**src/rtl/state_dump_unit.sv**
```systemverilog
// rtl/state_dump_unit.sv - register-file / data-memory state dump engine streaming tagged records
// Optional checksum record: define DUMP_CHECKSUM_EN.
module state_dump_unit #(
  parameter int DATA_W   = 8,
  parameter int RF_DEPTH = 8,
  parameter int RF_AW    = 3,
  parameter int DM_DEPTH = 256,
  parameter int DM_AW    = 8
) (
  input  logic              clk,
  input  logic              reset,
  input  logic              start,
  input  logic              rf_en,
  input  logic [DM_AW-1:0]  dm_base,
  input  logic [DM_AW:0]    dm_len,
  output logic              busy,
  output logic              done,
  output logic [RF_AW-1:0]  rf_rd_addr,
  input  logic [DATA_W-1:0] rf_rd_data,
  output logic [DM_AW-1:0]  dm_rd_addr,
  input  logic [DATA_W-1:0] dm_rd_data,
  output logic              out_valid,
  input  logic              out_ready,
  output logic [1:0]        out_space,
  output logic [DM_AW-1:0]  out_index,
  output logic [DATA_W-1:0] out_data
);

  typedef enum logic [2:0] {
    S_IDLE, S_RF_OUT, S_DM_ADDR, S_DM_OUT, S_FINISH, S_CSUM
  } state_e;

  localparam logic [DM_AW:0] DM_DEPTH_L = (DM_AW+1)'(DM_DEPTH);
  localparam logic [RF_AW-1:0] RF_LAST = RF_AW'(RF_DEPTH - 1);

  state_e             state_q, state_d;
  logic [RF_AW-1:0]   rf_idx_q, rf_idx_d;
  logic [DM_AW-1:0]   dm_addr_q, dm_addr_d;
  logic [DM_AW:0]     dm_rem_q, dm_rem_d;
  // hold_q marks that the live read data was frozen into data_q during a stall
  logic               hold_q, hold_d;
  logic [DATA_W-1:0]  data_q, data_d;
  logic [DATA_W-1:0]  live_data;
  logic [DM_AW:0]     len_clamped;
  state_e             after_data;
`ifdef DUMP_CHECKSUM_EN
  logic [DATA_W-1:0]  sum_q, sum_d;
`endif

  assign len_clamped = (dm_len > DM_DEPTH_L) ? DM_DEPTH_L : dm_len;
  assign rf_rd_addr  = rf_idx_q;
  assign dm_rd_addr  = dm_addr_q;
`ifdef DUMP_CHECKSUM_EN
  assign after_data  = S_CSUM;
`else
  assign after_data  = S_FINISH;
`endif

  // State, counters and stall-capture register
  always_ff @(posedge clk or negedge reset) begin
    if (!reset) begin
      state_q   <= S_IDLE;
      rf_idx_q  <= '0;
      dm_addr_q <= '0;
      dm_rem_q  <= '0;
      hold_q    <= 1'b0;
      data_q    <= '0;
`ifdef DUMP_CHECKSUM_EN
      sum_q     <= '0;
`endif
    end else begin
      state_q   <= state_d;
      rf_idx_q  <= rf_idx_d;
      dm_addr_q <= dm_addr_d;
      dm_rem_q  <= dm_rem_d;
      hold_q    <= hold_d;
      data_q    <= data_d;
`ifdef DUMP_CHECKSUM_EN
      sum_q     <= sum_d;
`endif
    end
  end

  // Next-state sequencing, record presentation and stall hold
  always_comb begin
    state_d   = state_q;
    rf_idx_d  = rf_idx_q;
    dm_addr_d = dm_addr_q;
    dm_rem_d  = dm_rem_q;
    hold_d    = hold_q;
    data_d    = data_q;
`ifdef DUMP_CHECKSUM_EN
    sum_d     = sum_q;
`endif
    busy      = 1'b0;
    done      = 1'b0;
    out_valid = 1'b0;
    out_space = 2'd0;
    out_index = '0;
    live_data = '0;

    case (state_q)
      S_IDLE: begin
        if (start) begin
          dm_addr_d = dm_base;
          dm_rem_d  = len_clamped;
          rf_idx_d  = '0;
          hold_d    = 1'b0;
`ifdef DUMP_CHECKSUM_EN
          sum_d     = '0;
`endif
          if (rf_en)                 state_d = S_RF_OUT;
          else if (len_clamped != 0) state_d = S_DM_ADDR;
          else                       state_d = S_FINISH;
        end
      end
      S_RF_OUT: begin
        busy      = 1'b1;
        out_valid = 1'b1;
        out_index = {{(DM_AW-RF_AW){1'b0}}, rf_idx_q};
        live_data = rf_rd_data;
        if (out_ready) begin
          if (rf_idx_q == RF_LAST) begin
            rf_idx_d = '0;
            state_d  = (dm_rem_q != 0) ? S_DM_ADDR : after_data;
          end else begin
            rf_idx_d = rf_idx_q + RF_AW'(1);
          end
        end
      end
      S_DM_ADDR: begin
        busy    = 1'b1;
        state_d = S_DM_OUT;
      end
      S_DM_OUT: begin
        busy      = 1'b1;
        out_valid = 1'b1;
        out_space = 2'd1;
        out_index = dm_addr_q;
        live_data = dm_rd_data;
        if (out_ready) begin
          dm_addr_d = dm_addr_q + DM_AW'(1);
          dm_rem_d  = dm_rem_q - (DM_AW+1)'(1);
          state_d   = (dm_rem_q == (DM_AW+1)'(1)) ? after_data : S_DM_ADDR;
        end
      end
`ifdef DUMP_CHECKSUM_EN
      S_CSUM: begin
        busy      = 1'b1;
        out_valid = 1'b1;
        out_space = 2'd2;
        live_data = sum_q;
        if (out_ready) state_d = S_FINISH;
      end
`endif
      S_FINISH: begin
        done    = 1'b1;
        state_d = S_IDLE;
      end
      default: state_d = S_IDLE;
    endcase

    out_data = hold_q ? data_q : live_data;
    if (out_valid && out_ready) begin
      hold_d = 1'b0;
    end else if (out_valid && !hold_q) begin
      hold_d = 1'b1;
      data_d = live_data;
    end
`ifdef DUMP_CHECKSUM_EN
    if (out_valid && out_ready && state_q != S_CSUM) sum_d = sum_q + out_data;
`endif
  end

endmodule

```
**config.mk**
```make
export PLATFORM = sky130hd
export DESIGN_NAME = state_dump_unit
export DESIGN_NICKNAME = d
export VERILOG_FILES = /design/src/rtl/state_dump_unit.sv
export SDC_FILE = /design/constraint.sdc
export NUM_CORES = 1
export LEC_CHECK = 0
export BUFFER_PORTS_ARGS = -buffer_cell sky130_fd_sc_hd__buf_2
export CAP_MARGIN = 0
export CORE_ASPECT_RATIO = 1.5
export CORE_MARGIN = 1.5
export CORE_UTILIZATION = 35
export DETAILED_ROUTE_END_ITERATION = 6
export HOLD_SLACK_MARGIN = 0.15
export PLACE_DENSITY = 0.62
export SYNTH_ARGS = -nofsm -noshare
export SYNTH_HDL_FRONTEND = slang
export SYNTH_SLANG_ARGS = --single-unit
```
**constraint.sdc**
```tcl
create_clock -name clk -period 1.55 [get_ports clk]
set_clock_uncertainty 0.05 [all_clocks]
set_input_delay 0.155 -clock clk [delete_from_list [all_inputs] [get_ports clk]]
set_output_delay 0.155 -clock clk [all_outputs]
set_load 0.02 [all_outputs]
```
==> results of run 1 <==
[cell usage after synthesis, drive strengths merged]
cell,count
inv,10
nand4,1
nand3,8
a311oi,2
a21oi,19
nand3b,1
o32a,1
clkbuf,7
nand2b,2
nor2,21
nor3,5
a211o,1
nand2,39
a211oi,2
or4b,1
a22o,1
mux2,8
o2bb2ai,3
a32oi,1
a2bb2oi,3
nor3b,1
or3b,1
buf,11
nor4,2
a21o,1
and4,1
o21ai,39
a22oi,3
mux2i,6
o22ai,3
ha,5
nor4b,1
or4,1
and2,4
a31oi,4
conb,1
or3,2
and3,1
dfrtp,32
[what timing repair did]
action,in CTS,in global routing
pin swaps,16,18
setup endpoints to repair,40,50
buffers inserted,16,17
gates cloned,1,1
endpoints found under the hold margin,43,0
gates resized for setup,77,36
hold buffers,12,0
[logic make-up after synthesis]
logic type | Yosys count | share of synthesized area [%]
AOI/OAI and AO/OA | 83 | 23.9
adders and majority gates | 5 | 3.02
buffers and inverters | 28 | 6.58
DFF | 32 | 38.6
muxes | 14 | 7.25
other | 1 | 0.181
and+or+nand+nor | 92 | 20.5
[state kept, by name (all words and copies together), names as in the netlist]
signal and count:
state_q 3, dm_rd_addr 8, hold_q 1, data_q 8, dm_rem_q 9, rf_rd_addr 3
[worst paths after layout]
check	endpoint	slack [ns]
max	out_index[4]	-0.24
min	dm_rd_addr[0]$_DFFE_PN0P_	0.15
max reg2reg	dm_rd_addr[7]$_DFFE_PN0P_	-0.12
min reg2reg	data_q[0]$_DFFE_PN0P_	0.43
max in group asynchronous	rf_rd_addr[0]$_DFFE_PN0P_	0.50
min in group asynchronous	data_q[4]$_DFFE_PN0P_	0.42
[metal layers]
metal	global-route usage, %	vias up	share of wire (%)
li1	-	1180	-
met1	23.8	1162	39
met2	36.9	81	55
met3	2.90	7	4.4
met4	7.53	0	1.3
met5	0	-	0
[power by group]
part | leakage, nW | internal (W) | switching [W]
registers | 0.391 | 0.00120 | 0.000349
logic | 1.31 | 0.00271 | 0.00262
clock network | 0.0552 | 0.000477 | 0.000330
total | 1.76 | 0.00439 | 0.00330
[layout make-up]
type | count | share of cell area (%)
clock buffer | 6 | 2.00
clock inverter | 2 | 0.965
inverter | 10 | 1.03
multi-input combinational | 195 | 38.6
sequential | 32 | 22.1
tap | 72 | 2.48
timing repair buffer | 148 | 32.8
[tightest hold or removal path: stages]
cell and delay, ns:
buf_2 0.09, a21oi_1 0.05, mux2i_1 0.15
[stage by stage]
stage | utilization (%) | worst slack, ns | setup TNS (ns) | cell area (um^2) | std cells
2_1_floorplan | - | 0.00999 | 0 | 2120 | 255
3_3_place_gp | 47.5 | -0.0628 | -0.277 | 2730 | 410
3_5_place_dp | 47.5 | -0.105 | -0.647 | 2730 | 410
4_1_cts | 58.1 | -0.197 | -3.11 | 3340 | 447
5_1_grt | 63.2 | -0.291 | -6.58 | 3630 | 465
6_report | 63.2 | -0.242 | -4.14 | 3630 | 465
[placed cells by master, fill, tap and decap left out, types with 3 or more instances in the layout]
cell type / instances
nand2_2: 4
nand2_4: 8
nor3_1: 4
dlygate4sd3_1: 12
buf_12: 3
a31oi_1: 4
clkbuf_8: 5
a2bb2oi_1: 3
buf_2: 49
o21ai_2: 8
buf_4: 56
buf_6: 26
o21ai_1: 9
nor2_4: 3
and2_4: 3
dfrtp_1: 30
inv_1: 3
nand2_1: 27
nand3_1: 8
mux2_4: 8
o21ai_0: 21
a21oi_1: 18
inv_2: 7
mux2i_1: 6
nor2_1: 17
==> flow_metrics.env, run 1 <==
export IMPL_fillers=495
export IMPL_cts_tree="yes"
export IMPL_root_buffer="clkbuf_8"
export IMPL_fp_row_count=34
export IMPL_outcome="finished, violations left"
export IMPL_required_ns=1.34
export IMPL_syn_num_nets=298
export IMPL_ant_nets=0
export IMPL_wire_per_inst_um=14.7
export IMPL_crit_type="register to output pin"
export IMPL_syn_avg_cell_area_um2=8.13
export IMPL_track_usage_pct=20.5
export IMPL_syn_instance_count=255
export IMPL_cp_slowest_stage_delay_ns=0.40
export IMPL_numCtsBuffers=5
export IMPL_grt_antenna_before_repair=0
export IMPL_synth_area_leader_cell="dfrtp_1"
export IMPL_io_buffers=68
export IMPL_reg2reg_depth=10
export IMPL_grt_pass1_vias=2252
export IMPL_cp_top_family="buffers and inverters"
export IMPL_maxCapViolCount=0
export IMPL_cp_arrival_ns=1.59
export IMPL_layout_setup_ws_ns=-0.242
export IMPL_finalCriticalPeriod_ns=1.79
export IMPL_synth_area_leaders="dfrtp_1 (39%), o21ai_0 (8.5%), nand2_1 (7.1%), a21oi_1 (4.3%), mux2_2 (4.3%)"
export IMPL_slew_headroom_pct=49.3
export IMPL_drt_pass1_iter_count=4
export IMPL_start_kind="register"
export IMPL_cp_slowest_cell="dfrtp_1"
export IMPL_drt_total_wl_um=6850
export IMPL_drtIter0Drc=78
export IMPL_dpl_hpwl_um=4410
export IMPL_insertion_delay_ns=0.29
export IMPL_grt_start_max_net_pins=33
export IMPL_area_growth_pct=75.2
export IMPL_rsz0062_at_grt="true"
export IMPL_hold_violations=0
export IMPL_path_cells="buf_6 -> buf_6 -> nand3b_1 -> inv_2 -> buf_6 -> and2_4 -> buf_6"
export IMPL_grt_overflow_total=0
export IMPL_startpoint="state_q[1]$_DFFE_PN0P_"
export IMPL_grt_pass1_wl_um=10400
export IMPL_nets=435
export IMPL_hold_start="dm_base[0]"
export IMPL_htree_num_levels=2
export IMPL_n_antenna_cell=0
export IMPL_p_leak_nw=1.76
export IMPL_cp_num_buf_inv=5
export IMPL_tightest_slew_ns=0.761
export IMPL_cts_sinks=32
export IMPL_violations="setup timing"
export IMPL_die_area_um2=6400
export IMPL_drv_slew=0
export IMPL_crit_cells=7
export IMPL_dieHeight_um=97.2
export IMPL_p_per_area_nw_per_um2=2120
export IMPL_p_total_w=0.00769
export IMPL_setup_viol_count_final=33
export IMPL_peakVddDrop_mv=1.49
export IMPL_place_congestion=0.886
export IMPL_synth_top_area_share_pct=38.6
export IMPL_die_w_um=65.8
export IMPL_regToRegStartpoint="state_q[1]$_DFFE_PN0P_"
export IMPL_seqCellArea_um2=803
export IMPL_syn_area_um2=2070
export IMPL_clock_path_buffers=2
export IMPL_start_util_pct=36.1
export IMPL_yosysUniqueCellTypes=44
export IMPL_dr_total_vias=2430
export IMPL_yosysWarnings=0
export IMPL_hold_worst_slack_ns=0.151
export IMPL_drive_above_1_share_pct=52.4
export IMPL_crit_top_cell="buf_6"
export IMPL_period_share_pct=116
export IMPL_clk_pin_slew_ns=0.07
export IMPL_fmax_mhz=558
export IMPL_holdCritPathClass="input pin to register"
export IMPL_drc=0
export IMPL_io_pin_count=70
export IMPL_viasPerCell=5.23
export IMPL_ys_ff_latch=32
export IMPL_ys_seq_area_share_pct=38.6
export IMPL_crit_fanout=7
export IMPL_min_path_cells=3
export IMPL_core_um2=5740
export IMPL_multi_input_area_um2=1400
export IMPL_cp_end_kind="output pin"
(Power assumes the default switching activity.)
==> run 2: changes to the inputs <==
Settings changed: ABC_CLOCK_PERIOD_IN_PS from default to 1550, REMOVE_ABC_BUFFERS from default to 1.
==> run 2 against run 1 <==
Effect of this change: the flow still finishes with violations (setup timing); sequential share of layout area up 2.1 points; fmax up 4.8%; global-route usage up 0.056 points; utilization down 5.7 points.
==> flow_metrics.env, run 2 (synthesized netlist as in run 1, its figures left out) <==
export IMPL_core_um2=5740
export IMPL_die_w_um=65.8
export IMPL_drv_slew=0
export IMPL_largest_reg_flops=9
export IMPL_layout_common_cells="buf_2 (53), buf_4 (48), dfrtp_1 (32)"
export IMPL_multi_input_area_um2=1280
export IMPL_met1_usage_pct=22.6
export IMPL_fp_row_count=34
export IMPL_finalCriticalPeriod_ns=1.71
export IMPL_met3_usage_pct=3.94
export IMPL_io_pin_count=70
export IMPL_numCtsBuffers=5
export IMPL_setup_viol_count_final=33
export IMPL_path_cells="buf_6 -> buf_12 -> mux2_2 -> nand2_2 -> o21ai_1 -> buf_4"
export IMPL_holdCritPathClass="input pin to register"
export IMPL_p_per_area_nw_per_um2=2090
export IMPL_grt_busiest_layer="met2"
export IMPL_dr_total_vias=2323
export IMPL_final_core_util_pct=57.5
export IMPL_crit_type="register to output pin"
export IMPL_drc=0
export IMPL_cts_sinks=32
export IMPL_drtIter0Drc=83
export IMPL_dpl_hpwl_um=4230
export IMPL_root_buffer="clkbuf_8"
export IMPL_post_place_cells=407
export IMPL_place_congestion=0.859
export IMPL_p_leak_nw=1.56
export IMPL_maxCapViolCount=0
export IMPL_cp_arrival_ns=1.51
export IMPL_nets=418
export IMPL_start_kind="register"
export IMPL_crit_fanout=9
export IMPL_grt_overflow_total=0
export IMPL_viasPerCell=5.20
export IMPL_setup_tns_ns=-2.76
export IMPL_cp_end_kind="output pin"
export IMPL_drive_above_1_share_pct=46.1
export IMPL_cp_slowest_stage_delay_ns=0.35
export IMPL_n_antenna_cell=0
export IMPL_final_common_cell="buf_2"
export IMPL_drt_pass1_iter_count=4
export IMPL_cp_slowest_cell="dfrtp_1"
export IMPL_period_share_pct=110
export IMPL_grt_pass1_vias=2236
export IMPL_required_ns=1.34
export IMPL_outcome="finished, violations left"
export IMPL_dieHeight_um=97.2
export IMPL_htree_num_levels=2
export IMPL_grt_pass1_wl_um=10300
export IMPL_die_area_um2=6400
export IMPL_cts_tree="yes"
export IMPL_rsz0062_at_grt="true"
export IMPL_largest_register="dm_rem_q"
export IMPL_track_usage_pct=20.6
export IMPL_met2_usage_pct=37.0
export IMPL_layoutNonFillerInstCount=447
export IMPL_dpl_instance_area_um2=2680
export IMPL_wire_per_inst_um=14.4
export IMPL_seqCellArea_um2=801
export IMPL_cp_top_family="buffers and inverters"
export IMPL_layout_setup_ws_ns=-0.160
export IMPL_drt_total_wl_um=6430
export IMPL_grt_antenna_before_repair=0
export IMPL_insertion_delay_ns=0.28
export IMPL_peakVddDrop_mv=1.05
export IMPL_cp_num_buf_inv=3
export IMPL_violations="setup timing"
export IMPL_fmax_mhz=585
export IMPL_fillers=524
export IMPL_clock_path_buffers=2
export IMPL_start_util_pct=36.1
export IMPL_area_growth_pct=59.4
export IMPL_hold_worst_slack_ns=0.162
export IMPL_clk_pin_slew_ns=0.07
export IMPL_final_area_um2=3300
export IMPL_io_buffers=68
export IMPL_hold_violations=0
export IMPL_ant_nets=0
export IMPL_grt_start_max_net_pins=33
[run 2: layout make-up]
class / count / area share (%)
Inverter: 10 / 1.21
Clock inverter: 1 / 0.152
Timing Repair Buffer: 131 / 30.7
Clock buffer: 6 / 2.20
Sequential cell: 32 / 24.2
Tap cell: 72 / 2.73
Multi-Input combinational cell: 195 / 38.8
[run 2: worst min-delay path: stages]
cell and delay (ns):
buf_2 0.09, a22oi_1 0.07, o2bb2ai_1 0.13
[run 2: metal layers]
layer / routed length (um) / vias up / share of wire (%)
li1: - / 1147 / -
met1: 2510 / 1067 / 39
met2: 3430 / 95 / 53
met3: 331 / 14 / 5.1
met4: 157 / 0 / 2.4
met5: 0 / - / 0
[run 2: repair_timing]
item                                    in CTS  in global routing
setup buffers                               13                  8
hold buffers                                11                  0
resized for setup                           59                 29
pin swaps                                    5                 12
endpoints found under the hold margin       42                  0
endpoints found under the setup margin      35                 49
cloned                                       1                  0
[run 2: through the flow]
step | total power, W | setup slack (ns)
final | 0.00691 | -0.160
after global routing | 0.00739 | -0.252
after CTS | 0.00650 | -0.168
after detailed placement | 0.00504 | -0.127
after global placement | 0.00498 | -0.0508
after floorplan | 0.00354 | -1.07
[run 2: power by group]
group / internal, W / switching (W) / total, W / leakage [nW]
logic: 0.00232 / 0.00246 / 0.00477 / 1.13
registers: 0.00119 / 0.000334 / 0.00153 / 0.394
clock network: 0.000305 / 0.000300 / 0.000605 / 0.0410
[run 2: final timing paths]
path,startpoint,endpoint,slack [ns],cells past startpoint
max in group asynchronous,reset,dm_rd_addr[7]$_DFFE_PN0P_,0.76,3
worst min register to register,data_q[0]$_DFFE_PN0P_,data_q[0]$_DFFE_PN0P_,0.43,2
min in group asynchronous,reset,dm_rem_q[0]$_DFFE_PN0P_,0.38,3
worst max-delay path,state_q[1]$_DFFE_PN0P_,out_data[0],-0.16,6
worst max register to register,state_q[0]$_DFFE_PN0P_,dm_rd_addr[2]$_DFFE_PN0P_,-0.08,5
worst min-delay path,dm_len[5],dm_rem_q[5]$_DFFE_PN0P_,0.16,3
==> run 3: changes to the inputs <==
Settings changed: CTS_BUF_LIST from default to sky130_fd_sc_hd__clkbuf_16.
==> run 3 against run 2 <==
Effect of this change: global-route usage rose by 0.42 points; sequential power barely moved; critical path depth did not move; die area did not move; combinational power rose by 0.8%; highest routed layer unchanged; the run still ends with setup timing left; sequential cell count did not move; sequential share of layout area fell by 0.30 points; critical endpoint unchanged; largest power group unchanged; first-iteration DRC count rose by 27%; critical path type unchanged; cell count did not move; routed wire length rose by 0.47%; worst setup slack got worse by 0.011 ns.
==> flow_metrics.env, run 3 (synthesized netlist as in run 1, its figures left out) <==
export IMPL_dpl_instance_area_um2=2680
export IMPL_fp_row_count=34
export IMPL_wire_per_inst_um=14.5
export IMPL_insertion_delay_ns=0.27
export IMPL_die_area_um2=6400
export IMPL_hold_start="dm_len[0]"
export IMPL_drt_total_wl_um=6460
export IMPL_required_ns=1.34
export IMPL_reg2reg_depth=6
export IMPL_io_pin_count=70
export IMPL_finalCriticalPeriod_ns=1.72
export IMPL_drv_slew=0
export IMPL_grt_pass1_vias=2295
export IMPL_ant_nets=0
export IMPL_root_buffer="clkbuf_16"
export IMPL_htree_num_levels=2
export IMPL_cp_arrival_ns=1.52
export IMPL_grt_pass1_wl_um=10400
export IMPL_p_per_area_nw_per_um2=2170
export IMPL_period_share_pct=111
export IMPL_hold_path_endpoint="dm_rem_q[0]$_DFFE_PN0P_"
export IMPL_fillers=511
export IMPL_viasPerCell=5.18
export IMPL_hold_violations=0
export IMPL_grt_start_max_net_pins=33
export IMPL_die_w_um=65.8
export IMPL_layout_setup_ws_ns=-0.171
export IMPL_grt_antenna_before_repair=0
export IMPL_min_path_cells=3
export IMPL_start_util_pct=36.1
export IMPL_multi_input_area_um2=1270
export IMPL_drt_pass1_iter_count=4
export IMPL_final_area_um2=3340
export IMPL_grt_overflow_total=0
export IMPL_crit_fanout=9
export IMPL_cts_sinks=32
export IMPL_layout_common_cells="buf_2 (53), buf_4 (50), dfrtp_1 (32)"
export IMPL_n_antenna_cell=0
export IMPL_clk_pin_slew_ns=0.05
export IMPL_core_um2=5740
export IMPL_start_kind="register"
export IMPL_drc=0
export IMPL_clock_path_buffers=2
export IMPL_dieHeight_um=97.2
export IMPL_wl_met1_um=2480
export IMPL_drive_above_1_share_pct=46.7
export IMPL_numCtsBuffers=5
export IMPL_cp_end_kind="output pin"
export IMPL_area_growth_pct=61.4
export IMPL_cts_tree="yes"
export IMPL_place_congestion=0.859
export IMPL_p_leak_nw=1.60
export IMPL_largest_reg_flops=9
export IMPL_dpl_hpwl_um=4230
export IMPL_track_usage_pct=21.0
export IMPL_nets=418
export IMPL_setup_viol_count_final=33
export IMPL_timing_rr_end="dm_rd_addr[4]$_DFFE_PN0P_"
export IMPL_top_layer="met4"
export IMPL_seqCellArea_um2=801
export IMPL_p_total_w=0.00725
export IMPL_outcome="finished, violations left"
export IMPL_crit_type="register to output pin"
export IMPL_met2_length_um=3500
export IMPL_drtIter0Drc=105
export IMPL_rsz0062_at_grt="true"
export IMPL_holdCritPathClass="input pin to register"
export IMPL_dr_total_vias=2315
export IMPL_io_buffers=68
export IMPL_peakVddDrop_mv=1.01
export IMPL_violations="setup timing"
export IMPL_fmax_mhz=581
export IMPL_wl_met3_um=288
export IMPL_largest_register="dm_rem_q"
export IMPL_setup_tns_ns=-2.91
export IMPL_regToRegStartpoint="state_q[0]$_DFFE_PN0P_"
export IMPL_r2r_slack_ns=-0.08
export IMPL_maxCapViolCount=0
export IMPL_final_common_cell="buf_2"
[run 3: what timing repair did]
action / 4_1_cts / 5_1_grt
endpoints found under the setup margin: 34 / 49
resized for setup: 57 / 30
pin swaps: 5 / 12
buffers inserted: 16 / 8
cloned: 1 / 0
endpoints found under the hold margin: 40 / 0
hold buffers: 9 / 0
[run 3: per-layer routing]
| metal | GRT usage [%] | up-vias |
|---|---|---|
| met5 | 0 | - |
| li1 | - | 1146 |
| met4 | 10.4 | 0 |
| met2 | 37.8 | 85 |
| met1 | 22.3 | 1068 |
| met3 | 4.29 | 16 |
[run 3: worst max path at each step]
stage	endpoint	from
after detailed placement	dm_rem_q[6]$_DFFE_PN0P_	dm_rem_q[0]$_DFFE_PN0P_
after global routing	out_data[2]	state_q[1]$_DFFE_PN0P_
after CTS	out_data[0]	state_q[1]$_DFFE_PN0P_
after floorplan	dm_rd_addr[4]$_DFFE_PN0P_	state_q[1]$_DFFE_PN0P_
final	out_data[0]	state_q[1]$_DFFE_PN0P_
after global placement	dm_rem_q[6]$_DFFE_PN0P_	dm_rem_q[0]$_DFFE_PN0P_
[run 3: cell type report]
type                       instances  share of cell area, %
tap                               72                   2.69
sequential                        32                   23.9
multi-input combinational        195                   38.0
clock inverter                     2                  0.262
timing repair buffer             131                   30.2
clock buffer                       5                   3.74
inverter                          10                   1.20
[run 3: power breakdown]
part,switching [W],internal (W),leakage [nW]
clock network,0.000331,0.000575,0.0709
registers,0.000336,0.00120,0.394
logic,0.00247,0.00234,1.13
total,0.00313,0.00411,1.60
[run 3: worst max-delay path: stages, from the launching register on]
cell and delay (ns):
dfrtp_1 0.36, buf_6 0.13, buf_12 0.12, mux2_2 0.34, nand2_2 0.07, o21ai_1 0.06
buf_4 0.16
[run 3: through the flow]
stage	std cells	setup WS, ns	util [%]	hold WS [ns]
2_1_floorplan	237	-1.07	-	-0.191
3_3_place_gp	407	-0.0508	46.6	0.158
3_5_place_dp	407	-0.127	46.6	0.162
4_1_cts	440	-0.159	55.6	0.151
5_1_grt	447	-0.247	58.2	0.177
6_report	447	-0.171	58.2	0.160
